### config.mk
export PLATFORM = sky130hd
export DESIGN_NAME = hazard_ctrl_flat
export DESIGN_NICKNAME = d
export VERILOG_FILES = /design/src/rtl/hazard_ctrl_if.sv /design/src/rtl/hazard_ctrl.sv /design/src/flat_wrapper.sv
export SDC_FILE = /design/constraint.sdc
export NUM_CORES = 1
export LEC_CHECK = 0
export ABC_AREA = 1
export ABC_CLOCK_PERIOD_IN_PS = 3700
export CORE_MARGIN = 10
export CORE_UTILIZATION = 52
export DETAILED_ROUTE_END_ITERATION = 7
export PLACE_DENSITY = 0.79
export SETUP_SLACK_MARGIN = 0.4
export SLEW_MARGIN = 20
export SYNTH_ARGS = -nofsm -noshare
export SYNTH_HDL_FRONTEND = slang
export SYNTH_SLANG_ARGS = --single-unit
export TNS_END_PERCENT = 5
### constraint.sdc
create_clock -name clk_i -period 3.7 [get_ports clk_i]
set_clock_uncertainty 0.2 [all_clocks]
set_input_delay 0.925 -clock clk_i [delete_from_list [all_inputs] [get_ports clk_i]]
set_output_delay 0.925 -clock clk_i [all_outputs]
set_load 0.005 [all_outputs]
### src/rtl/hazard_ctrl_if.sv
`default_nettype none
// ============================================================================
//  Module      : hazard_ctrl_if
//  Description : Bundle of ID-stage hazard inputs and pipeline control /
//                performance-counter outputs for the hazard controller.
//                master = pipeline side (drives ID-stage info, receives
//                controls), slave = hazard controller.
//  Ports       : start_i, id_valid_i, id_rs_i, id_rt_i, id_uses_rt_i,
//                id_memread_i, id_rd_i, id_redirect_i, dmem_busy_i  (to ctrl)
//                pc_write_o, ifid_write_o, ifid_flush_o, idex_bubble_o,
//                stall_cnt_o, flush_cnt_o, freeze_cnt_o            (from ctrl)
//  Revision    : 1.0 - initial release
// ============================================================================
interface hazard_ctrl_if #(
  parameter int REG_AW = 5,
  parameter int CNT_W  = 16
);
  logic              start_i;
  logic              id_valid_i;
  logic [REG_AW-1:0] id_rs_i;
  logic [REG_AW-1:0] id_rt_i;
  logic              id_uses_rt_i;
  logic              id_memread_i;
  logic [REG_AW-1:0] id_rd_i;
  logic              id_redirect_i;
  logic              dmem_busy_i;

  logic              pc_write_o;
  logic              ifid_write_o;
  logic              ifid_flush_o;
  logic              idex_bubble_o;
  logic [CNT_W-1:0]  stall_cnt_o;
  logic [CNT_W-1:0]  flush_cnt_o;
  logic [CNT_W-1:0]  freeze_cnt_o;

  modport master (
    output start_i, id_valid_i, id_rs_i, id_rt_i, id_uses_rt_i,
           id_memread_i, id_rd_i, id_redirect_i, dmem_busy_i,
    input  pc_write_o, ifid_write_o, ifid_flush_o, idex_bubble_o,
           stall_cnt_o, flush_cnt_o, freeze_cnt_o
  );

  modport slave (
    input  start_i, id_valid_i, id_rs_i, id_rt_i, id_uses_rt_i,
           id_memread_i, id_rd_i, id_redirect_i, dmem_busy_i,
    output pc_write_o, ifid_write_o, ifid_flush_o, idex_bubble_o,
           stall_cnt_o, flush_cnt_o, freeze_cnt_o
  );
endinterface
`default_nettype wire

### src/rtl/hazard_ctrl.sv
`default_nettype none
// ============================================================================
//  Module      : hazard_ctrl
//  Description : Parametrised load-use hazard controller for the 5-stage
//                core. A LOAD_LAT-deep scoreboard tracks in-flight load
//                destinations (entry 0 = instruction in EX). Generates
//                PC / IF/ID / ID/EX stall, bubble and flush controls, honours
//                data-memory busy and the start gate, and keeps saturating
//                performance counters.
//  Ports       : clk_i  - clock, rising edge
//                rst_i  - asynchronous active-low reset
//                bus    - hazard_ctrl_if.slave (ID info in, controls and
//                         counters out)
//  Revision    : 1.0 - initial release
// ============================================================================
module hazard_ctrl #(
  parameter int REG_AW   = 5,
  parameter int LOAD_LAT = 1,
  parameter int CNT_W    = 16
) (
  input  logic          clk_i,
  input  logic          rst_i,
  hazard_ctrl_if.slave  bus
);

  logic                             frz;
  logic                             haz;
  logic                             push;
  logic [LOAD_LAT-1:0]              hit;

  logic [LOAD_LAT-1:0]              sb_v_q,  sb_v_d,  v_shift;
  logic [LOAD_LAT-1:0][REG_AW-1:0]  sb_rd_q, sb_rd_d, rd_shift;

  logic [CNT_W-1:0]                 stall_cnt_q,  stall_cnt_d;
  logic [CNT_W-1:0]                 flush_cnt_q,  flush_cnt_d;
  logic [CNT_W-1:0]                 freeze_cnt_q, freeze_cnt_d;

  logic                             pc_write;
  logic                             ifid_write;
  logic                             ifid_flush;
  logic                             idex_bubble;

  localparam logic [CNT_W-1:0] C_CNT_ONE = CNT_W'(1);

  // --------------------------------------------------------------------------
  // Hazard detection
  // --------------------------------------------------------------------------
  assign frz = !bus.start_i | bus.dmem_busy_i;

  // $0 is hard-wired; a load to it can never create a dependence.
  for (genvar k = 0; k < LOAD_LAT; k++) begin : g_hit
    assign hit[k] = sb_v_q[k] && (sb_rd_q[k] != '0) &&
                    ((sb_rd_q[k] == bus.id_rs_i) ||
                     (bus.id_uses_rt_i && (sb_rd_q[k] == bus.id_rt_i)));
  end

  assign haz  = bus.id_valid_i & !frz & (|hit);

  // A stalled instruction is not pushed: the slot entering EX is a bubble.
  assign push = bus.id_valid_i & !haz & bus.id_memread_i & (bus.id_rd_i != '0);

  // --------------------------------------------------------------------------
  // Scoreboard shift: entry 0 takes the instruction leaving ID, every other
  // entry moves one stage further down the pipe.
  // --------------------------------------------------------------------------
  for (genvar k = 0; k < LOAD_LAT; k++) begin : g_shift
    if (k == 0) begin : g_head
      assign v_shift[k]  = push;
      assign rd_shift[k] = bus.id_rd_i;
    end else begin : g_tail
      assign v_shift[k]  = sb_v_q[k-1];
      assign rd_shift[k] = sb_rd_q[k-1];
    end
  end

  // A freeze holds every stage, so the scoreboard holds too; the stall is
  // extended rather than consumed.
  always_comb begin
    sb_v_d  = sb_v_q;
    sb_rd_d = sb_rd_q;
    if (!frz) begin
      sb_v_d  = v_shift;
      sb_rd_d = rd_shift;
    end
  end

  // --------------------------------------------------------------------------
  // Pipeline controls: reset > freeze > hazard > redirect
  // --------------------------------------------------------------------------
  always_comb begin
    // Reset values are driven straight from the asynchronous reset so the
    // pipeline is safe before the first clock.
    pc_write    = 1'b0;
    ifid_write  = 1'b0;
    ifid_flush  = 1'b0;
    idex_bubble = 1'b1;
    if (rst_i) begin
      if (frz) begin
        // Everything holds, including ID/EX (no bubble injected).
        idex_bubble = 1'b0;
      end else if (haz) begin
        // Redirect is ignored here; the branch re-resolves after the stall.
        idex_bubble = 1'b1;
      end else begin
        pc_write    = 1'b1;
        ifid_write  = 1'b1;
        idex_bubble = 1'b0;
        ifid_flush  = bus.id_valid_i & bus.id_redirect_i;
      end
    end
  end

  // --------------------------------------------------------------------------
  // Saturating performance counters
  // --------------------------------------------------------------------------
  always_comb begin
    stall_cnt_d  = stall_cnt_q;
    flush_cnt_d  = flush_cnt_q;
    freeze_cnt_d = freeze_cnt_q;
    if (haz && (stall_cnt_q != '1)) begin
      stall_cnt_d = stall_cnt_q + C_CNT_ONE;
    end
    if (ifid_flush && (flush_cnt_q != '1)) begin
      flush_cnt_d = flush_cnt_q + C_CNT_ONE;
    end
    if (frz && (freeze_cnt_q != '1)) begin
      freeze_cnt_d = freeze_cnt_q + C_CNT_ONE;
    end
  end

  // --------------------------------------------------------------------------
  // State
  // --------------------------------------------------------------------------
  always_ff @(posedge clk_i or negedge rst_i) begin
    if (!rst_i) begin
      sb_v_q       <= '0;
      sb_rd_q      <= '0;
      stall_cnt_q  <= '0;
      flush_cnt_q  <= '0;
      freeze_cnt_q <= '0;
    end else begin
      sb_v_q       <= sb_v_d;
      sb_rd_q      <= sb_rd_d;
      stall_cnt_q  <= stall_cnt_d;
      flush_cnt_q  <= flush_cnt_d;
      freeze_cnt_q <= freeze_cnt_d;
    end
  end

  assign bus.pc_write_o    = pc_write;
  assign bus.ifid_write_o  = ifid_write;
  assign bus.ifid_flush_o  = ifid_flush;
  assign bus.idex_bubble_o = idex_bubble;
  assign bus.stall_cnt_o   = stall_cnt_q;
  assign bus.flush_cnt_o   = flush_cnt_q;
  assign bus.freeze_cnt_o  = freeze_cnt_q;

endmodule
`default_nettype wire

### src/flat_wrapper.sv
// flat-port wrapper written by rule: the top's interface ports become plain ports
module hazard_ctrl_flat 
#(
  parameter int REG_AW   = 5,
  parameter int LOAD_LAT = 1,
  parameter int CNT_W    = 16
)
  (clk_i, rst_i, bus_start_i, bus_id_valid_i, bus_id_rs_i, bus_id_rt_i, bus_id_uses_rt_i, bus_id_memread_i, bus_id_rd_i, bus_id_redirect_i, bus_dmem_busy_i, bus_pc_write_o, bus_ifid_write_o, bus_ifid_flush_o, bus_idex_bubble_o, bus_stall_cnt_o, bus_flush_cnt_o, bus_freeze_cnt_o);
  hazard_ctrl_if #(.REG_AW(REG_AW), .CNT_W(CNT_W)) bus_i ();
  input  logic clk_i;
  input  logic rst_i;
  input wire logic [$bits(bus_i.start_i)-1:0] bus_start_i;
  input wire logic [$bits(bus_i.id_valid_i)-1:0] bus_id_valid_i;
  input wire logic [$bits(bus_i.id_rs_i)-1:0] bus_id_rs_i;
  input wire logic [$bits(bus_i.id_rt_i)-1:0] bus_id_rt_i;
  input wire logic [$bits(bus_i.id_uses_rt_i)-1:0] bus_id_uses_rt_i;
  input wire logic [$bits(bus_i.id_memread_i)-1:0] bus_id_memread_i;
  input wire logic [$bits(bus_i.id_rd_i)-1:0] bus_id_rd_i;
  input wire logic [$bits(bus_i.id_redirect_i)-1:0] bus_id_redirect_i;
  input wire logic [$bits(bus_i.dmem_busy_i)-1:0] bus_dmem_busy_i;
  output wire logic [$bits(bus_i.pc_write_o)-1:0] bus_pc_write_o;
  output wire logic [$bits(bus_i.ifid_write_o)-1:0] bus_ifid_write_o;
  output wire logic [$bits(bus_i.ifid_flush_o)-1:0] bus_ifid_flush_o;
  output wire logic [$bits(bus_i.idex_bubble_o)-1:0] bus_idex_bubble_o;
  output wire logic [$bits(bus_i.stall_cnt_o)-1:0] bus_stall_cnt_o;
  output wire logic [$bits(bus_i.flush_cnt_o)-1:0] bus_flush_cnt_o;
  output wire logic [$bits(bus_i.freeze_cnt_o)-1:0] bus_freeze_cnt_o;
  assign bus_i.start_i = bus_start_i;
  assign bus_i.id_valid_i = bus_id_valid_i;
  assign bus_i.id_rs_i = bus_id_rs_i;
  assign bus_i.id_rt_i = bus_id_rt_i;
  assign bus_i.id_uses_rt_i = bus_id_uses_rt_i;
  assign bus_i.id_memread_i = bus_id_memread_i;
  assign bus_i.id_rd_i = bus_id_rd_i;
  assign bus_i.id_redirect_i = bus_id_redirect_i;
  assign bus_i.dmem_busy_i = bus_dmem_busy_i;
  assign bus_pc_write_o = bus_i.pc_write_o;
  assign bus_ifid_write_o = bus_i.ifid_write_o;
  assign bus_ifid_flush_o = bus_i.ifid_flush_o;
  assign bus_idex_bubble_o = bus_i.idex_bubble_o;
  assign bus_stall_cnt_o = bus_i.stall_cnt_o;
  assign bus_flush_cnt_o = bus_i.flush_cnt_o;
  assign bus_freeze_cnt_o = bus_i.freeze_cnt_o;
  hazard_ctrl #(.REG_AW(REG_AW), .LOAD_LAT(LOAD_LAT), .CNT_W(CNT_W)) u_core (.clk_i(clk_i), .rst_i(rst_i), .bus(bus_i));
endmodule
## Word-level counts from Yosys, hierarchy flattened

Cells that the tools add are included.
Widths: inputs -> output; s select.

| cells by class | value |
|---|---|
| add/sub/neg operators | 3 |
| equality and inequality tests | 5 |
| multiplexer cells | 9 |
| bitwise operators | 7 |
| reduce and logical (&&, ||, !) cells | 12 |

Operator list:

| kind | count |
|---|---|
| $add 16x1->16 const B | 3 |
| $ne 16x16->1 const B | 3 |
| $eq 5x5->1 | 2 |
| $reduce_bool 5->1 | 2 |
| $mux 1 | 9 |
| $and 1x1->1 | 6 |
| $logic_and 1x1->1 | 6 |
| $logic_not 1->1 | 3 |
| $logic_or 1x1->1 | 1 |
| $or 1x1->1 | 1 |

| storage, ports and cells | value |
|---|---|
| bits in registers | 54 |
| input bits | 23 |
| output and inout bits | 52 |
| logic and storage cells | 41 |

## Logic depth before layout (Yosys ltp)

| depth | value |
|---|---|
| depth after elaboration | 9 |
| gate-level depth with buffers | 11 |
| mapped depth without buffers | 10 |

## Worst setup path before layout

OpenSTA, ideal clock, no wires.

| path | value |
|---|---|
| path type | input port to output port |
| start point | in bus_id_rt_i[0] |
| end point | out bus_pc_write_o |
| arrival | 1.742 ns |
| data required time | 2.575 ns |
| path slack | 0.833 ns |
| cell stages on the path | 10 |
| path buffers | 1 |
| path through | inv_1 nand2_1 nand2_1 nor2_1 nand3_1 nand2_1 nand3_2 nand2_1 nor2_1 buf_4 |

| on the way | value |
|---|---|
| cells in the longest elaborated chain, start to end | 8 |

Ends and longest elaborated chain:

| item | line | source |
|---|---|---|
| from (decl) | flat_wrapper.sv:15 | `input wire logic [$bits(bus_i.id_rt_i)-1:0] bus_id_rt_i;` |
| $eq 5x5->1 | hazard_ctrl.sv:54 | `(bus.id_uses_rt_i && (sb_rd_q[k] == bus.id_rt_i)));` |
| $logic_and 1x1->1 | hazard_ctrl.sv:54 |  |
| $logic_or 1x1->1 | hazard_ctrl.sv:53 | `((sb_rd_q[k] == bus.id_rs_i) \|\|` |
| $logic_and 1x1->1 | hazard_ctrl.sv:52 | `assign hit[k] = sb_v_q[k] && (sb_rd_q[k] != '0) &&` |
| $and 1x1->1 | hazard_ctrl.sv:57 | `assign haz = bus.id_valid_i & !frz & (\|hit);` |
| $mux 1 (3 in a row) | -- |  |
| to (decl) | flat_wrapper.sv:21 | `output wire logic [$bits(bus_i.pc_write_o)-1:0] bus_pc_write_o;` |

No other way between the ends.

## Final worst setup path

| path | value |
|---|---|
| start point | in bus_start_i |
| end point | out bus_ifid_write_o |

| on the way | value |
|---|---|
| cells in the longest elaborated chain, start to end | 8 |

Ends and longest elaborated chain:

| item | line | source |
|---|---|---|
| from (decl) | flat_wrapper.sv:12 | `input wire logic [$bits(bus_i.start_i)-1:0] bus_start_i;` |
| $logic_not 1->1 * | hazard_ctrl.sv:48 | `assign frz = !bus.start_i \| bus.dmem_busy_i;` |
| $or 1x1->1 * | hazard_ctrl.sv:48 |  |
| $logic_not 1->1 | hazard_ctrl.sv:57 |  |
| $and 1x1->1 (2 in a row) | hazard_ctrl.sv:57 |  |
| $mux 1 | hazard_ctrl.sv:101 | `end else if (haz) begin` |
| $mux 1 * | hazard_ctrl.sv:98 | `if (frz) begin` |
| $mux 1 * | hazard_ctrl.sv:97 | `if (rst_i) begin` |
| to (decl) | flat_wrapper.sv:22 | `output wire logic [$bits(bus_i.ifid_write_o)-1:0] bus_ifid_write_o;` |

Mark *: on every way between the ends. The rest lies on a longest branch, timed or not.

==> summary.txt <==
Outcome
  • Status: finished, final reports clean

Logic synthesis
  • Avg Cell Area, Syn: 7.18 um^2
  • Library cells used by synthesis: 26
  • Synthesized net count: 490
  • Syn Inst Count: 464
  • Seq cells post-synth: 54
  • Syn Std Cell Area: 3330 um^2
  • Seq/Total Area, Yosys: 0.406
  • Syn. warnings: 0

Setup path
  • Worst r2r src: u_core.sb_rd_q[1]
  • CP Launch Point: bus_start_i
  • Crit. End Element: output port
  • Setup CP Type: in -> out
  • R2R setup slack: 1.49 ns
  • R2R depth: 12
  • Crit path to: bus_ifid_write_o
  • CP required: 2.57 ns
  • Crit-path max FO: 2
  • Arr. time, crit path: 2.07 ns
  • CP Launch Type: primary input
  • Reg2reg end: u_core.bus.flush_cnt_o[13]

Route
  • Drt total wl: 8310 um
  • DRC viols: 0
  • Post-DRT Antenna Nets: 0
  • Vias per std cell: 5.05
  • WL per Instance: 13.3 um
  • Via Count: 3148
  • DRT iter0 DRCs: 101
  • TritonRoute pass-1 iters: 4

GRT
  • Gr busiest metal: met2
  • Met1 Use GR: 0.197
  • Total grt overflow: 0
  • Largest net degree at the start of global routing: 42
  • First-pass GRT wire length: 14300 um
  • Number of global-route vias before repair: 3245
  • Grt met3 use: 0.0563
  • Antenna violations before repair: 0
  • Met2 Use GR: 0.283
  • Total track usage: 0.167

Clocking
  • Worst-path clk slew: 0.09 ns
  • Max clock buf depth: 2
  • CTS tree: yes
  • Clock latency on the worst-skew pair: 0.31 ns
  • Clock Root Buffer: clkbuf_8
  • Clock sinks: 54
  • H-tree depth: 2
  • Total CTS buffers: 5

Floorplanning
  • I/O Pins: 75
  • Initial core utilization: 0.531
  • Die height: 100 um
  • Rows: 29
  • DIE WIDTH: 100 um
  • CORE AREA: 6280 um^2
  • Die footprint: 10000 um^2

Place
  • Port Buffers: 74
  • Placer Congestion: 0.883
  • Final HPWL DP: 6250 um

Min path
  • Worst Hold Class: in -> async

Finish
  • Fillers: 556
  • Area Overhead vs Synth: 28.4%
  • N_diodes: 0
  • Final #Nets: 571
  • Fraction of layout cells with a size suffix above 1: 0.0806

STA
  • Hold violation total from the final report: 0
  • Headroom to the max-slew limit: 0.659
  • Pins Over Slew Limit: 0
  • Tmin final: 3.20 ns
  • RSZ-0062 raised after global routing: yes
  • Max Clk Rate: 313 MHz
  • Period utilisation layout: 0.865
  • Worst Tran Pin Value: 0.511 ns
  • Hold WS: 0.234 ns
  • Setup Viol. Count Final: 0

Power
  • Pwr Density: 345 nW/um^2
  • Maximum VDD drop: 0.320 mV
  • Leakage: 2.14 nW
  • Total power: 1.47 mW

Job
  • Maxcap violations: 0
worst min-delay path by stage:
| stage | to | startpoint | slack, ns | cells past startpoint |
|---|---|---|---|---|
| after global routing | u_core.sb_rd_q[3] | rst_i | 0.21 | 1 |
| after floorplan | u_core.sb_v_q | u_core.sb_v_q | 0.24 | 2 |
| final | u_core.sb_rd_q[3] | rst_i | 0.23 | 1 |
| after global placement | u_core.sb_v_q | u_core.sb_v_q | 0.28 | 2 |
| after detailed placement | u_core.sb_v_q | u_core.sb_v_q | 0.29 | 2 |
| after CTS | u_core.sb_rd_q[3] | rst_i | 0.22 | 1 |
worst max-delay path, stage by stage:
cell and delay [ns]:
clkdlybuf4s50_1 0.45, inv_1 0.04, nor2_2 0.13, nand2_1 0.10, inv_1 0.09, nand3_2 0.09
nand2_2 0.08, nor2_2 0.04, buf_2 0.12
Yosys cell counts:
cell	n	area (um^2)
xor2_1	18	158
buf_6	2	22.5
nand3_4	2	35.0
nand2_1	185	694
inv_2	5	18.8
xnor2_1	20	175
a21boi_0	1	7.51
nor3_1	9	45.0
nand2_2	2	12.5
nand3_2	1	10.0
nor3_4	1	16.3
buf_2	5	25.0
buf_4	1	7.51
a21oi_1	2	10.0
nor2_2	2	12.5
clkbuf_1	2	7.51
nand4_1	22	138
nor2_1	44	165
nor2_4	1	11.3
dfrtp_1	54	1350
nand3b_1	2	15.0
inv_1	41	154
o21ai_0	12	60.1
nand4_2	1	12.5
nand3_1	26	130
ha_1	3	37.5
sequential cells by signal, summed over array words and instances (netlist names):
name / count
u_core.bus.freeze_cnt_o: 16
u_core.sb_rd_q: 5
u_core.bus.flush_cnt_o: 16
u_core.bus.stall_cnt_o: 16
u_core.sb_v_q: 1
layout make-up:
cell class / count / area [um^2] / share of cell area
Multi-Input combinational cell: 354 / 1760 / 0.411
Sequential cell: 54 / 1350 / 0.316
Timing Repair Buffer: 84 / 791 / 0.185
Inverter: 46 / 173 / 0.0404
Tap cell: 77 / 96.3 / 0.0225
Clock buffer: 5 / 68.8 / 0.0161
Clock inverter: 3 / 40.0 / 0.00936
per-layer routing:
| layer | up-vias | routed length [um] |
|---|---|---|
| met5 | - | 0 |
| met4 | 0 | 70 |
| met3 | 7 | 613 |
| met2 | 66 | 4000 |
| met1 | 1458 | 3620 |
| li1 | 1617 | - |
metrics by stage:
| step | cell area [um^2] | worst slack (ns) | TNS, ns | util | instances |
|---|---|---|---|---|---|
| 3_3_place_gp | 4170 | -0.0697 | -0.148 | 0.664 | 614 |
| 6_report | 4280 | 0.501 | 0 | 0.681 | 623 |
| 2_1_floorplan | 3330 | 0.833 | 0 | - | 464 |
| 5_1_grt | 4280 | 0.390 | 0 | 0.681 | 623 |
| 4_1_cts | 4260 | 0.318 | 0 | 0.679 | 622 |
| 3_5_place_dp | 4170 | -0.0913 | -0.275 | 0.664 | 614 |
cells by family after synthesis:
logic type | share of synthesized area
and+or+nand+nor | 0.389
buffers and inverters | 0.0706
DFF | 0.406
xor gates and xnor gates | 0.0999
AOI/OAI and AO/OA | 0.0233
adders and majority gates | 0.0113
report_power, final:
group | internal, mW | leakage [nW] | switching [mW] | total (mW)
sequential | 0.653 | 0.726 | 0.0830 | 0.736
clock | 0.200 | 0.0579 | 0.197 | 0.397
combinational | 0.186 | 1.35 | 0.156 | 0.342
total | 1.04 | 2.14 | 0.436 | 1.47
placed cells by master, fill, tap and decap left out, types with 3 or more instances in the layout:
| master | netlist | layout |
|---|---|---|
| dfrtp_1 | 54 | 54 |
| xnor2_1 | 20 | 20 |
| nor2_1 | 44 | 42 |
| nor2_2 | 2 | 4 |
| buf_4 | 1 | 10 |
| ha_1 | 3 | 3 |
| inv_2 | 5 | 6 |
| nand3_1 | 26 | 26 |
| clkdlybuf4s50_1 | 0 | 60 |
| xor2_1 | 18 | 18 |
| dlymetal6s2s_1 | 0 | 3 |
| nand2_2 | 2 | 5 |
| inv_1 | 41 | 40 |
| o21ai_0 | 12 | 12 |
| clkbuf_8 | 0 | 5 |
| nand4_1 | 22 | 22 |
| dlygate4sd2_1 | 0 | 6 |
| buf_2 | 5 | 4 |
| nor3_1 | 9 | 9 |
| nand2_1 | 185 | 182 |
repair_timing:
item                       in CTS  in global routing
hold buffers                    0                  0
gates resized for setup        23                  8
buffers inserted                0                  1
setup endpoints to repair       4                  4
pin swaps                       6                  4
(Power assumes the default switching activity.)
